===== src/rtl/fp32_acc.sv =====
// rtl/fp32_acc.sv - FP32 accumulator summing LEN products with truncation, sticky overflow and ready/valid handshakes
module fp32_acc #(
    parameter int LEN   = 16,
    parameter int CNT_W = $clog2(LEN + 1)
) (
    input  logic        clk,
    input  logic        rst,
    input  logic        in_valid,
    output logic        in_ready,
    input  logic [31:0] in_data,
    input  logic        in_ovf,
    output logic        out_valid,
    input  logic        out_ready,
    output logic [31:0] out_data,
    output logic        out_overflow,
    output logic        busy
);

    typedef enum logic [2:0] {IDLE, ALIGN, ADD, NORM, OUT} state_t;

    state_t             state_q, state_d;
    logic [31:0]        acc_q, op_q;
    logic [CNT_W-1:0]   cnt_q;
    logic               sticky_q;
    logic [23:0]        big_mant_q, small_mant_q;
    logic [7:0]         big_exp_q;
    logic               sign_q, sub_q, inf_q;
    logic [24:0]        sum_q;

    function automatic logic [4:0] lzc24(input logic [23:0] v);
        logic [4:0] n;
        n = 5'd24;
        for (int i = 0; i < 24; i++) begin
            if (v[i]) n = 5'(23 - i);
        end
        return n;
    endfunction

    // Operand decode: zero and denormals both use exponent 1 with hidden bit 0
    logic [7:0]  a_exp, b_exp, exp_diff;
    logic [23:0] a_mant, b_mant, big_mant, small_mant, small_shift;
    logic [7:0]  big_exp;
    logic        a_big, big_sign;

    always_comb begin
        a_exp       = (acc_q[30:23] == 8'd0) ? 8'd1 : acc_q[30:23];
        b_exp       = (op_q[30:23] == 8'd0) ? 8'd1 : op_q[30:23];
        a_mant      = {|acc_q[30:23], acc_q[22:0]};
        b_mant      = {|op_q[30:23], op_q[22:0]};
        a_big       = {a_exp, a_mant} >= {b_exp, b_mant};
        big_mant    = a_big ? a_mant : b_mant;
        small_mant  = a_big ? b_mant : a_mant;
        big_exp     = a_big ? a_exp : b_exp;
        big_sign    = a_big ? acc_q[31] : op_q[31];
        exp_diff    = a_big ? (a_exp - b_exp) : (b_exp - a_exp);
        small_shift = (exp_diff >= 8'd25) ? 24'd0 : (small_mant >> exp_diff);
    end

    // Normalisation; left shift is capped so the exponent never drops below 1
    logic [4:0]  lz, sh;
    logic [7:0]  max_sh;
    logic [23:0] n_mant;
    logic [8:0]  n_exp;
    logic [31:0] res;
    logic        res_ovf;

    always_comb begin
        lz      = lzc24(sum_q[23:0]);
        max_sh  = big_exp_q - 8'd1;
        sh      = ({3'b000, lz} > max_sh) ? max_sh[4:0] : lz;
        n_mant  = sum_q[23:0] << sh;
        n_exp   = {1'b0, big_exp_q} - {4'b0000, sh};
        res     = 32'd0;
        res_ovf = 1'b0;
        if (sum_q[24]) begin
            n_mant = sum_q[24:1];
            n_exp  = {1'b0, big_exp_q} + 9'd1;
        end
        if (inf_q) begin
            res     = {op_q[31], 8'hFF, 23'd0};
            res_ovf = 1'b1;
        end else if (n_exp >= 9'd255) begin
            res     = {sign_q, 8'hFF, 23'd0};
            res_ovf = 1'b1;
        end else if (n_mant != 24'd0) begin
            res = {sign_q, (n_mant[23] ? n_exp[7:0] : 8'd0), n_mant[22:0]};
        end
    end

    always_comb begin
        state_d = state_q;
        case (state_q)
            IDLE:    if (in_valid) state_d = ALIGN;
            ALIGN:   state_d = ADD;
            ADD:     state_d = NORM;
            NORM:    state_d = (cnt_q == CNT_W'(LEN)) ? OUT : IDLE;
            OUT:     if (out_ready) state_d = IDLE;
            default: state_d = IDLE;
        endcase
    end

    always_ff @(posedge clk) begin
        if (rst) begin
            state_q      <= IDLE;
            acc_q        <= 32'd0;
            op_q         <= 32'd0;
            cnt_q        <= '0;
            sticky_q     <= 1'b0;
            big_mant_q   <= 24'd0;
            small_mant_q <= 24'd0;
            big_exp_q    <= 8'd1;
            sign_q       <= 1'b0;
            sub_q        <= 1'b0;
            inf_q        <= 1'b0;
            sum_q        <= 25'd0;
        end else begin
            state_q <= state_d;
            case (state_q)
                IDLE: if (in_valid) begin
                    op_q     <= in_data;
                    sticky_q <= sticky_q | in_ovf;
                    cnt_q    <= cnt_q + CNT_W'(1);
                end
                ALIGN: begin
                    big_mant_q   <= big_mant;
                    small_mant_q <= small_shift;
                    big_exp_q    <= big_exp;
                    sign_q       <= big_sign;
                    sub_q        <= acc_q[31] ^ op_q[31];
                    inf_q        <= op_q[30:23] == 8'hFF;
                end
                ADD: sum_q <= sub_q ? ({1'b0, big_mant_q} - {1'b0, small_mant_q})
                                    : ({1'b0, big_mant_q} + {1'b0, small_mant_q});
                NORM: if (!sticky_q) begin
                    acc_q <= res;
                    if (res_ovf) sticky_q <= 1'b1;
                end
                OUT: if (out_ready) begin
                    acc_q    <= 32'd0;
                    cnt_q    <= '0;
                    sticky_q <= 1'b0;
                end
                default: ;
            endcase
        end
    end

    assign in_ready     = state_q == IDLE;
    assign out_valid    = state_q == OUT;
    assign busy         = state_q != IDLE;
    assign out_data     = acc_q;
    assign out_overflow = sticky_q;

endmodule


===== config.mk =====
export PLATFORM = sky130hd
export DESIGN_NAME = fp32_acc
export DESIGN_NICKNAME = d
export VERILOG_FILES = /design/src/rtl/fp32_acc.sv
export SDC_FILE = /design/constraint.sdc
export NUM_CORES = 1
export LEC_CHECK = 0
export ABC_AREA = 1
export BUFFER_PORTS_ARGS = -buffer_cell sky130_fd_sc_hd__buf_2
export CORE_ASPECT_RATIO = 0.75
export CORE_UTILIZATION = 62
export DETAILED_ROUTE_END_ITERATION = 16
export PLACE_DENSITY = 0.79
export SYNTH_ARGS = -nofsm -noshare
export SYNTH_HDL_FRONTEND = slang
export SYNTH_SLANG_ARGS = --single-unit
export TNS_END_PERCENT = 50

===== constraint.sdc =====
create_clock -name clk -period 13.6 [get_ports clk]
set_input_delay 4.08 -clock clk [delete_from_list [all_inputs] [get_ports clk]]
set_output_delay 4.08 -clock clk [all_outputs]
set_load 0.01 [all_outputs]

**After elaboration in Yosys (flattened, before gate mapping)**

Cells that the tools add are included.

- Shift-type cells: 2
- Muxes and demuxes: 57
- Reductions and logical operators: 15
- Add/sub/neg operators: 8
- Bitwise gates (word level): 2
- Equal/unequal tests: 9
- $lt $le $gt $ge: 4

Operators by type and width:

| operator | count |
|---|---|
| $mux 32 | 5 |
| $mux 5 | 26 |
| $mux 24 | 4 |
| $pmux 32 s2 | 1 |
| $mux 8 | 5 |
| $ge 32x32->1 | 1 |
| $add 24x24->25 | 1 |
| $mux 25 | 1 |
| $sub 24x24->25 | 1 |
| $reduce_bool 24->1 | 1 |
| $shl 24x5->24 | 1 |
| $shr 24x8->24 | 1 |
| $logic_not 8->1 | 2 |
| $reduce_or 8->1 | 2 |
| $sub 8x8->8 | 2 |
| $pmux 3 s5 | 1 |
| $pmux 5 s2 | 1 |
| $add 8x1->9 const B | 1 |
| $ge 9x8->1 const B | 1 |
| $mux 3 | 3 |
| $mux 9 | 1 |
| $reduce_and 3->1 | 3 |
| $sub 8x5->9 | 1 |
| $eq 8x8->1 const B | 1 |
| 19 further kinds | 30 |

- Input bits: 37
- Bits in registers: 157
- Word-level logic and storage cells: 109
- Output and inout bits: 36

**Depth between registers and ports, before layout**

- Depth in word-level cells: 34
- Depth in mapped cells: 56
- Mapped depth without buffers: 55

**Worst setup path before layout**

No wires, ideal clock.

- Kind: reg-to-reg
- Start point: reg sum_q[0]
- End point: reg acc_q[14] (netlist: out_data[14])
- Slack: 7.733 ns
- Stages on the path, launching flop included: 54
- Library setup time: 0.070 ns
- Period minus slack after synthesis: 5.867 ns
- Required time: 13.530 ns
- Arrival: 5.796 ns
- Path buffers: 3
- Path through: dfxtp_1 -> buf_2 -> nand2_1 -> nand2_1 -> nand2_1 -> nand2_1 -> nand2_1 -> nand2_1 -> nand2_1 -> nand2_1 -> nand2_1 -> nand2_1 -> nand2_1 -> nand2_1 -> nand2_1 -> nand2_1 -> nand2_1 -> nand2_1 -> (+18 left out) -> ha_1 -> a21oi_1 -> nor2_1 -> nor2_1 -> inv_1 -> a21oi_1 -> o21bai_1 -> a21oi_1 -> nor2_1 -> nor2_1 -> xor2_1 -> nor4_1 -> nor3_1 -> nand2_1 -> clkinv_1 -> buf_2 -> o21ai_0 -> a21oi_1

- Cells in the longest elaborated chain, start to end: 34
- Elaborated cells between the ends (all ways): 37
- Classes of those cells: add/sub: 1; order compare: 2; shift: 1; mux: 32; reduce/logical: 1

Ends and longest elaborated chain:

| element | line | text |
|---|---|---|
| from (decl) | 28 | `logic [24:0] sum_q;` |
| from (signal assigned) | 132 | `ADD: sum_q <= sub_q ? ({1'b0, big_mant_q} - {1'b0, small_mant_q})` |
| parallel branches: the longest is 30 deep, another holds $mux 5 | - |  |
| $mux 32 * | 82 | `end else if (n_exp >= 9'd255) begin` |
| $mux 32 * | 79 | `if (inf_q) begin` |
| $mux 32 * | 134 | `NORM: if (!sticky_q) begin` |
| $pmux 32 s2 * | 118 | `case (state_q)` |
| to (signal assigned) | 135 | `acc_q <= res;` |
| to (decl) | 22 | `logic [31:0] acc_q, op_q;` |

Every way passes the cells marked *. The select of a mux whose other input is x is not followed.
A chain may end at the register's enable or synchronous reset.

**Worst setup path in the final report**

Same ends and word-level chain as after synthesis.

==> impl_metrics.ini <==
[logic_synthesis]
synth_top_area_frac = 0.248
ys_types = 58
synth_area_mm2 = 0.0127
synth_xor_xnor_area_share = 0.0428
synth-compound-area-share = 0.222
ys_ff_latch = 157
synthCells = 2019
synth-seq-area-share = 0.248
synth_mux_area_frac = 0.00553
syn_area_per_cell_um2 = 6.28
synth_top_family_by_area = simple AND/OR/NAND/NOR gates
synth_edf_count = 0
yosys_warnings = 0
yosys.area_share.simple = 0.284
yosys.area.top_type = dfxtp_1
synth-async-reset-ratio = 0
synth_adder_area_share = 0.0873
syn_nets = 2142
synth_area_leaders = dfxtp_1, nand2_1, a21oi_1, ha_1, nand3_1
ys.flop_type = dfxtp_1

[floorplanning]
rows = 44
die-area_mm2 = 0.0210
fp.dieH_um = 126
coreArea_mm2 = 0.0197
die_w_um = 167
pin_count = 73
start_util = 0.643

[timing]
slew_headroom = 0.0877
period_share = 0.576
fin_tns_setup_ps = 0
finalSetupViolations = 0
fin_crit_ps = 7830
fin_skew_ps = 12.4
final-hold-violation-count = 0
worstMarginPinSlew_ps = 1370
rsz0062_at_grt = false
slew_violations = 0
fmaxAchievable_mhz = 128
layout_setup_ws_ps = 5770

[clocking]
clk_path_buf_depth = 2
clockRootBuffer = clkbuf_16
cts_max_level = 4
cts_hold_buf = 0
cts_buffers = 17
cts_sinks = 157
clkLatencyLatePin_ps = 450
cts_setup_buffers = 0
cts_tree = built
post_cts_resized = 0
path_clk_slew_ps = 70

[worst_setup_path]
arrival_ps = 8200
cp-start-kind = flip-flop
endpoint_kind = flip-flop
cpMostUsedCell = nand2_1
worst_path_max_delay_cell = o21ai_4
critical-path-max-stage-delay_ps = 700
crit_type = flip-flop to flip-flop
worstPathMaxFanout = 31
required_ps = 13970

[grt]
gr-usage-all-layers = 0.410
grt_pass1_vias = 12434
grt_max_degree = 116
gr-total-overflow = 0
grt_pass1_wl_um = 66500
antenna_found_initial = 1

[cells_and_area]
drive_gt1_frac = 0.0792
diodes = 0
nets = 2129
syn_to_final_growth_pct = 6.90
finish.utilization = 0.687

[placed_design]
gp_congestion = 1.02
place_hpwl_um = 32800
port_buffers = 72
pre_cts_ws_ps = 6090

[detailed_routing]
drc_errors = 0
drtPass1Iterations = 6
wl_per_cell_um = 19.1
avgViaCountPerCell = 6.13
routed_wl_um = 43300
ant_nets = 0
vias = 13934
initialDrtViolationCount = 1828

[worst_hold_path]
hp-class = flip-flop to flip-flop

[job]
cap_violations = 0

[outcome]
run_status = completed
[cell usage in the layout (no fill, tap or decap), types with 9 or more instances in the layout]
| cell | count |
|---|---|
| nand2_1 | 471 |
| a21oi_1 | 248 |
| inv_1 | 222 |
| nand3_1 | 186 |
| o21ai_0 | 172 |
| dfxtp_1 | 157 |
| nor2_1 | 111 |
| ha_1 | 82 |
| buf_2 | 71 |
| xor2_1 | 43 |
| nor3_1 | 20 |
| o21ai_1 | 20 |
| o211ai_1 | 18 |
| xnor2_1 | 17 |
| clkbuf_16 | 17 |
| nand4_1 | 14 |
| inv_2 | 11 |
| buf_4 | 11 |
| nor4_1 | 9 |
[worst paths after layout]
kind / start / endpoint / depth (start not counted) / slack [ps]
max: sum_q[0] / out_data[14] / 50 / 5770
min: big_mant_q[14] / big_mant_q[14] / 2 / 470
max reg2reg: sum_q[0] / out_data[14] / 50 / 5770
min reg2reg: big_mant_q[14] / big_mant_q[14] / 2 / 470
[per-layer routing]
layer	track usage	vias up	part of all wire
met5	0	-	0
met4	0.154	0	0.032
met3	0.0940	108	0.13
met2	0.595	868	0.41
met1	0.586	6286	0.43
li1	-	6672	-
[Yosys cell counts (4+ instances only)]
cell         n
nand2_2      4
a31oi_1      7
nand4_1     14
buf_1        6
fa_1         4
o211ai_1    18
xor2_1      43
mux2i_1      7
o21ai_2      5
buf_2       16
a21oi_1    248
nor2_1     112
nor3_1      20
inv_2       11
clkinv_1     4
o21ai_0    172
nor2_2       5
or2_2        8
a211oi_1     4
nor4_1       9
clkbuf_1    82
dfxtp_1    157
a21o_1       4
o21bai_1     8
ha_1        82
buf_6        4
xnor2_1     17
o21ai_1     20
a2bb2oi_1    5
buf_4        6
nand2_1    472
inv_1      222
nand3_1    186
[kinds of logic after synthesis]
| family | after synthesis |
|---|---|
| buffers and inverters | 351 |
| and+or+nand+nor | 842 |
| AOI/OAI and AO/OA | 515 |
| muxes | 7 |
| DFF | 157 |
| xor gates and xnor gates | 61 |
| adders and majority gates | 86 |
[worst max-delay path, delay by kind of cell (launching register included)]
kind / cells / cell delay [ps]
buffers and inverters: 4 / 1020
AO/OA/AOI/OAI: 8 / 1900
AND/OR/NAND/NOR: 34 / 3170
adder cells (fa/ha/maj): 3 / 950
XOR/XNOR: 1 / 190
flip-flops: 1 / 480
[per-stage QoR]
stage	cells	hold WS [ps]	cell area, um2
detailed placement	2240	462	12900
floorplan	2019	445	12700
finish	2272	474	13500
global route	2272	497	13500
global placement	2240	455	12900
CTS	2272	475	13500
[state kept, by name, indices dropped and copies added (netlist names), 3 cells and up]
| name | cells |
|---|---|
| sum_q | 25 |
| big_exp_q | 8 |
| op_q | 32 |
| out_data | 32 |
| state_q | 3 |
| cnt_q | 5 |
| small_mant_q | 24 |
| big_mant_q | 24 |
[layout make-up]
type,instances,area [um2]
multi-input combinational,1511,8150
fill,1834,6160
sequential,157,3140
inverter,237,890
clock buffer,18,439
timing repair buffer,82,438
tap,253,317
clock inverter,14,169
Power is left out: the tool's default activity adds up to more than one toggle a clock period on the data nets, which glitch-free logic cannot reach.
